<file path="src/rtl/lcd_pkg.sv">
// rtl/lcd_pkg.sv - shared types and constants for the LCD character fetcher
//
// Purpose : FSM state encoding, display geometry and character formatting
//           used by lcd_char_fetch.
// Contents: state_t            - fetch FSM states
//           LINE_LEN           - characters per LCD line (row 1 starts here)
//           SPACE_CHAR         - ASCII space
//           DEFAULT_NUM_CHARS  - default characters per frame
//           present_char()     - maps an assembled byte to the presented byte
// Options : LCD_FETCH_NULL_SPACE_EN - when defined, a stored 8'h00 is shown
//           as a space; otherwise bytes pass through unchanged.

package lcd_pkg;

  typedef enum logic [2:0] {
    ST_IDLE    = 3'd0,
    ST_ADDR_LO = 3'd1,
    ST_ADDR_HI = 3'd2,
    ST_DATA_HI = 3'd3,
    ST_PRESENT = 3'd4,
    ST_DONE    = 3'd5
  } state_t;

  localparam int          LINE_LEN          = 16;
  localparam logic [7:0]  SPACE_CHAR        = 8'h20;
  localparam int          DEFAULT_NUM_CHARS = 32;

  function automatic logic [7:0] present_char(input logic [7:0] raw);
`ifdef LCD_FETCH_NULL_SPACE_EN
    // Unwritten text RAM reads as zero; show it blank rather than as a glyph.
    return (raw == 8'h00) ? SPACE_CHAR : raw;
`else
    return raw;
`endif
  endfunction

endpackage

</file>
<file path="src/rtl/lcd_char_fetch.sv">
// rtl/lcd_char_fetch.sv - fetches a frame of 8-bit characters from a 4-bit BRAM
//
// Purpose : On start, reads NUM_CHARS characters (two nibbles each, low nibble
//           first) from a 4k x 4 BRAM starting at BASE_ADDR and hands them one
//           by one to an LCD writer over a valid/ready handshake.
// Params  : BASE_ADDR  - nibble address of character 0 (12-bit, wraps)
//           NUM_CHARS  - characters per frame, 1..64
// Ports   : clk, reset           - clock, synchronous active-high reset
//           start                - frame request (only seen when idle)
//           bram_addr/en/do      - BRAM read port (1-cycle read latency)
//           bram_we/ssr/di       - unused write side, held at 0
//           char_data/valid/ready- character stream to the LCD writer
//           char_index, char_row - position of the presented character
//           busy, done           - frame in progress / end-of-frame pulse
// Options : LCD_FETCH_NULL_SPACE_EN (see lcd_pkg) - present 8'h00 as a space.

module lcd_char_fetch
  import lcd_pkg::*;
#(
  parameter logic [11:0] BASE_ADDR = 12'h000,
  parameter int          NUM_CHARS = DEFAULT_NUM_CHARS
) (
  input  logic        clk,
  input  logic        reset,
  input  logic        start,
  output logic [11:0] bram_addr,
  output logic        bram_en,
  output logic        bram_we,
  output logic        bram_ssr,
  output logic [3:0]  bram_di,
  input  logic [3:0]  bram_do,
  output logic [7:0]  char_data,
  output logic        char_valid,
  input  logic        char_ready,
  output logic [5:0]  char_index,
  output logic        char_row,
  output logic        busy,
  output logic        done
);

  localparam logic [5:0] LAST_INDEX = 6'(NUM_CHARS - 1);
  localparam logic [5:0] ROW1_START = 6'(LINE_LEN);

  state_t      state, state_next;
  logic [3:0]  nib_lo, nib_hi;
  logic [11:0] char_base;
  logic        handshake;

  // 12-bit sum wraps naturally from 4095 back to 0.
  assign char_base = BASE_ADDR + {5'd0, char_index, 1'b0};
  assign handshake = (state == ST_PRESENT) && char_valid && char_ready;

  assign bram_we  = 1'b0;
  assign bram_ssr = 1'b0;
  assign bram_di  = 4'd0;

  assign busy     = (state != ST_IDLE);
  assign done     = (state == ST_DONE);
  assign char_row = (char_index >= ROW1_START);

  always_ff @(posedge clk) begin
    if (reset) begin
      state <= ST_IDLE;
    end else begin
      state <= state_next;
    end
  end

  always_comb begin
    state_next = state;
    bram_en    = 1'b0;
    bram_addr  = 12'd0;
    case (state)
      ST_IDLE: begin
        if (start) begin
          state_next = ST_ADDR_LO;
        end
      end
      ST_ADDR_LO: begin
        bram_en    = 1'b1;
        bram_addr  = char_base;
        state_next = ST_ADDR_HI;
      end
      ST_ADDR_HI: begin
        bram_en    = 1'b1;
        bram_addr  = char_base + 12'd1;
        state_next = ST_DATA_HI;
      end
      ST_DATA_HI: begin
        state_next = ST_PRESENT;
      end
      ST_PRESENT: begin
        if (handshake) begin
          state_next = (char_index == LAST_INDEX) ? ST_DONE : ST_ADDR_LO;
        end
      end
      ST_DONE: begin
        state_next = ST_IDLE;
      end
      default: begin
        state_next = ST_IDLE;
      end
    endcase
  end

  always_ff @(posedge clk) begin
    if (reset) begin
      char_index <= 6'd0;
      nib_lo     <= 4'd0;
      nib_hi     <= 4'd0;
      char_data  <= 8'd0;
      char_valid <= 1'b0;
    end else begin
      case (state)
        ST_IDLE: begin
          if (start) begin
            char_index <= 6'd0;
          end
        end
        ST_ADDR_HI: begin
          nib_lo <= bram_do;
        end
        ST_DATA_HI: begin
          nib_hi <= bram_do;
        end
        ST_PRESENT: begin
          // First PRESENT cycle loads the output register; char_data is then
          // held untouched until the writer accepts it.
          if (!char_valid) begin
            char_data  <= present_char({nib_hi, nib_lo});
            char_valid <= 1'b1;
          end else if (char_ready) begin
            char_valid <= 1'b0;
            if (char_index != LAST_INDEX) begin
              char_index <= char_index + 6'd1;
            end
          end
        end
        default: begin
        end
      endcase
    end
  end

endmodule

</file>
<file path="config.mk">
export PLATFORM = sky130hd
export DESIGN_NAME = lcd_char_fetch
export DESIGN_NICKNAME = d
export VERILOG_FILES = /design/src/rtl/lcd_pkg.sv /design/src/rtl/lcd_char_fetch.sv
export SDC_FILE = /design/constraint.sdc
export NUM_CORES = 1
export LEC_CHECK = 0
export CAP_MARGIN = 20
export CORE_ASPECT_RATIO = 1.25
export CORE_MARGIN = 5
export CORE_UTILIZATION = 44
export CTS_CLUSTER_SIZE = 40
export DETAILED_ROUTE_END_ITERATION = 7
export PLACE_DENSITY_LB_ADDON = 0.2
export SYNTH_ARGS = -nofsm -noshare
export SYNTH_HDL_FRONTEND = slang
export SYNTH_SLANG_ARGS = --single-unit
</file>
<file path="constraint.sdc">
create_clock -name clk -period 2 [get_ports clk]
set_input_delay 0.3 -clock clk [delete_from_list [all_inputs] [get_ports clk]]
set_output_delay 0.3 -clock clk [all_outputs]
set_load 0.05 [all_outputs]
</file>
== Word level (Yosys, flattened, before mapping) ==
Cells that the tools add are included.
Storage, ports and cells
  output and inout port bits: 37
  input port bits: 8
  register bits: 26
  logic and storage cells: 44
Cells by class
  add/subtract/negate cells: 2
  equal/unequal tests: 12
  muxes and demuxes: 13
  reductions and logical operators: 9
  bitwise gates (word level): 1
  order comparisons: 1
Operators with widths (count)
  two-way mux 6 bit: 4
  case mux 8 bit (2 select lines): 1
  case mux 3 bit (5 select lines): 1
  case mux 6 bit (2 select lines): 1
  two-way mux 3 bit: 3
  adder 7 x 1 -> 8 bit, second input constant: 1
  != test 2 bit, second input constant: 4
  adder 6 x 1 -> 6 bit, second input constant: 1
  == test 3 x 2 -> 1 bit, second input constant: 2
  == test 3 bit, second input constant: 2
  == test 6 x 5 -> 1 bit, second input constant: 1
  >= comparator 6 x 5 -> 1 bit, second input constant: 1
  != test 6 x 5 -> 1 bit, second input constant: 1
  AND reduction 5 bit: 1
  AND reduction 2 bit: 2
  == test 3 x 1 -> 1 bit, second input constant: 1
  logical NOT 3 bit: 1
  two-way mux 1 bit: 3
  nonzero test 3 bit: 1
  logical AND 1 bit: 2
  != test 2 x 1 -> 1 bit, second input constant: 1
  nonzero test 2 bit: 1
  OR reduction 2 bit: 1
  NOT 1 bit: 1

== Depth between registers and ports, before layout ==
  depth after elaboration: 5
  mapped depth: 6
  mapped depth without buffers: 5

== Worst setup path after synthesis ==
No wires, ideal clock.
  path type: flip-flop to output port
  start: reg state[1]
  end: out bram_addr[1]
  data arrival time: 1.993 ns
  stages on the path, launching flop included: 5
  path slack: -0.293 ns
  required time: 1.700 ns
  buffers on the path: 1
  path through: dfxtp_1 > clkbuf_1 > xnor2_1 > nor2_1 > and2_1
On the way
  longest elaborated chain between the ends: 2
  elaborated cells on any way between the ends: 3
  those cells by class: eq/ne: 2; mux: 1
RTL lines
  start: declaration: RTL line lcd_char_fetch.sv:44  | state_t state, state_next;
  start signal: assignment: RTL line lcd_char_fetch.sv:65  | state <= state_next;
  == test 3 x 2 -> 1 bit / == test 3 x 1 -> 1 bit (equally long branches): RTL line lcd_char_fetch.sv:73  | case (state)
  case mux 8 bit (2 select lines) *: RTL line lcd_char_fetch.sv:73
  end: declaration: RTL line lcd_char_fetch.sv:26  | output logic [11:0] bram_addr,
Mark *: on every way between the ends. The rest lies on a longest branch, timed or not.

== Worst setup path after layout ==
  start: reg char_index[3]
  end: out char_index[3]
RTL lines
  start: declaration: RTL line lcd_char_fetch.sv:35  | output logic [5:0] char_index,
  start signal: assignment: RTL line lcd_char_fetch.sv:135  | char_index <= char_index + 6'd1;
No word-level cell between the ends.

==> out/metrics.yaml <==
power_density_nw_per_um2: 644
io-pin-count: 45
avgSynthCellArea_um2: 8.24
worst_slew_pin_slew_ps: 503
grt_max_degree: 18
io_buffers: 33
nNetsFinal: 193
syn_area_um2: 1240
rsz0062_at_grt: "false"
ir_drop_uv: 476
drv_slew: 0
min_path_cells: 2
vias_per_cell: 5.17
crit_path_start_kind: "register"
die_h_um: 69.4
drt_pass1_iterations: 4
place_area_um2: 1640
hpwlAfterDp_mm: 2.17
grt_pass1_vias: 1024
utilization: 0.621
grtUsageTotal: 0.138
ant_nets: 0
criticalPathCategory: "register to primary output"
min_period_ps: 1940
num_vias: 1122
fmax_mhz: 516
relSlewSlack: 0.664
fin_crit_sh: 0.968
root_buffer: "clkbuf_4"
hold_viol: 0
start_util: 0.460
synth-seq-area-share: 0.419
max_stage_delay_ps: 850
ys_warn_count: 0
globalRoute.totalOverflow: 0
wirelength_mm: 2.79
drive_above_1_share: 0.131
synth.distinct_cells: 32
clk_latency_ps: 320
r2r_slack_ps: 360
fin_worst_skew_ps: 1.59
hold_start: "char_data[0]"
worstHoldEndpoint: "char_data[0]"
clk_path_buf_depth: 2
wl_per_cell_um: 12.9
hp-class: "register to register"
clkSlewWorstSetupHoldPaths_ps: 140
grt_pass1_wl_mm: 4.52
antenna_found_initial: 0
ys_ff_latch: 26
antennaDiodeCount: 0
cp_top_family: "buffers and inverters"
dieArea_um2: 4000
rows: 21
postCtsSetupRepairBufs: 0
r2r_cells: 5
r2r_start: "state[2]"
synthToLayoutAreaGrowth_pct: 35.2
final-setup-viol-count: 0
max_cap_viol_count: 0
finalInstanceArea_um2: 1680
cpMaxStageDelayCell: "clkdlybuf4s50_1"
cp.required_ps: 1700
drc: 0
leakage_nw: 0.642
reg2reg_to: "char_data[1]"
tritoncts: "yes"
gp_congestion: 0.860
numCtsBuffers: 3
cp_data_arrival_time_ps: 1640
status: "completed"
critPathBufInv: 1
fin_hold_ws_ps: 463
core_area_um2: 2710
worst_setup_path_end_kind: "primary output"
die_x_um: 57.6
cts_hold_buffers: 0
path_max_fanout: 8
clock_sinks: 26
htree_levels: 1
syn_inst: 151
fillers: 249
path_cells: "clkdlybuf4s50_1"
tns_ps: 0
first_iter_violations: 42
registers in the layout, indices dropped and copies added (netlist names):
register and count:
char_valid 1, nib_lo 4, nib_hi 4, char_index 6
state 3, char_data 8
worst reg2reg max path: cells and delay by family, from the launching register on:
kind            cells  cell delay, ps
compound gates      1              70
simple gates        3             870
buf+inv             1             190
flops               1             400
kinds of logic (layout without fill, tap and decap cells):
| family | count (synthesis) | count (layout) | share of synthesized area |
|---|---|---|---|
| other | 1 | 11 | 0.00302 |
| AO/OA/AOI/OAI | 27 | 27 | 0.126 |
| buffers and inverters | 21 | 43 | 0.105 |
| multiplexers | 8 | 8 | 0.0644 |
| adder cells (fa/ha/maj) | 1 | 1 | 0.0101 |
| AND/OR/NAND/NOR | 66 | 66 | 0.267 |
| flip-flops | 26 | 26 | 0.419 |
| XOR/XNOR | 1 | 1 | 0.00704 |
layer usage:
layer / track usage / part of all wire / up-vias
met3: 0.0186 / 0.053 / 5
met1: 0.150 / 0.38 / 525
met2: 0.260 / 0.54 / 37
met4: 0.0541 / 0.017 / 0
met5: 0 / 0 / -
li1: - / - / 555
what timing repair did:
action | 4_1_cts | 5_1_grt
pin swaps | 0 | 0
setup endpoints to repair | 1 | 6
gates resized for setup | 1 | 2
cell type report:
type,instances,area [um2],area share
sequential,26,523,0.311
clock buffer,4,36.3,0.0216
timing repair buffer,37,434,0.258
tap,34,42.5,0.0253
inverter,2,7.51,0.00446
multi-input combinational,114,638,0.379
where the power goes:
part           internal [mW]  total [mW]  switching (mW)
registers              0.535       0.557          0.0217
clock network          0.111       0.266           0.154
logic                 0.0916       0.260           0.168
worst max-delay path by stage:
stage,cells after the start,to,slack (ps),startpoint
4_1_cts,1,char_index[3],40,char_index[3]
5_1_grt,1,char_index[3],10,char_index[3]
3_5_place_dp,5,char_index[4],240,start
3_3_place_gp,5,char_index[4],330,start
6_report,1,char_index[3],60,char_index[3]
2_1_floorplan,4,nib_lo[0],70,state[1]
Yosys cell counts:
cell	number	area [um2]
a211o_1	1	8.76
a211oi_1	2	15.0
a21oi_1	14	70.1
a311oi_1	1	8.76
a41oi_1	1	8.76
and2_1	6	37.5
and3b_1	1	8.76
buf_2	1	5.00
buf_4	11	82.6
buf_6	1	11.3
clkbuf_1	5	18.8
clkbuf_2	1	5.00
conb_1	1	3.75
dfxtp_1	26	521
ha_1	1	12.5
inv_1	2	7.51
mux2i_1	8	80.1
nand2_1	20	75.1
nand2b_1	2	12.5
nand3_1	4	20.0
nand3b_1	5	37.5
nor2_1	16	60.1
nor3_1	5	25.0
nor3b_1	1	7.51
nor3b_2	1	12.5
nor4_1	1	6.26
o21ai_0	7	35.0
o311a_1	1	10.0
or2_2	2	12.5
or3b_1	1	8.76
or4_1	1	7.51
xnor2_1	1	8.76
placed cells by master (no fill, tap or decap), drive strengths merged:
cell type and n:
and3b 1, a311oi 1, nand3b 5, nor3 5, clkdlybuf4s50 22, ha 1
nand2b 2, clkbuf 4, or2 2, and2 6, conb 11, mux2i 8
or4 1, inv 2, buf 14, nor3b 2, a211oi 2, dlygate4sd2 1
or3b 1, o21ai 7, nand2 20, a21oi 14, dfxtp 26, o311a 1
nor2 16, xnor2 1, a41oi 1, nand3 4, a211o 1, nor4 1
per-stage QoR:
stage	power, mW	setup WS, ps	instances
6_report	1.08	63.4	217
5_1_grt	1.13	13.6	217
4_1_cts	1.09	43.6	217
3_5_place_dp	0.827	240	213
3_3_place_gp	0.822	327	213
2_1_floorplan	0.761	70.3	161
No activity file was read; power rests on OpenSTA's default activity.
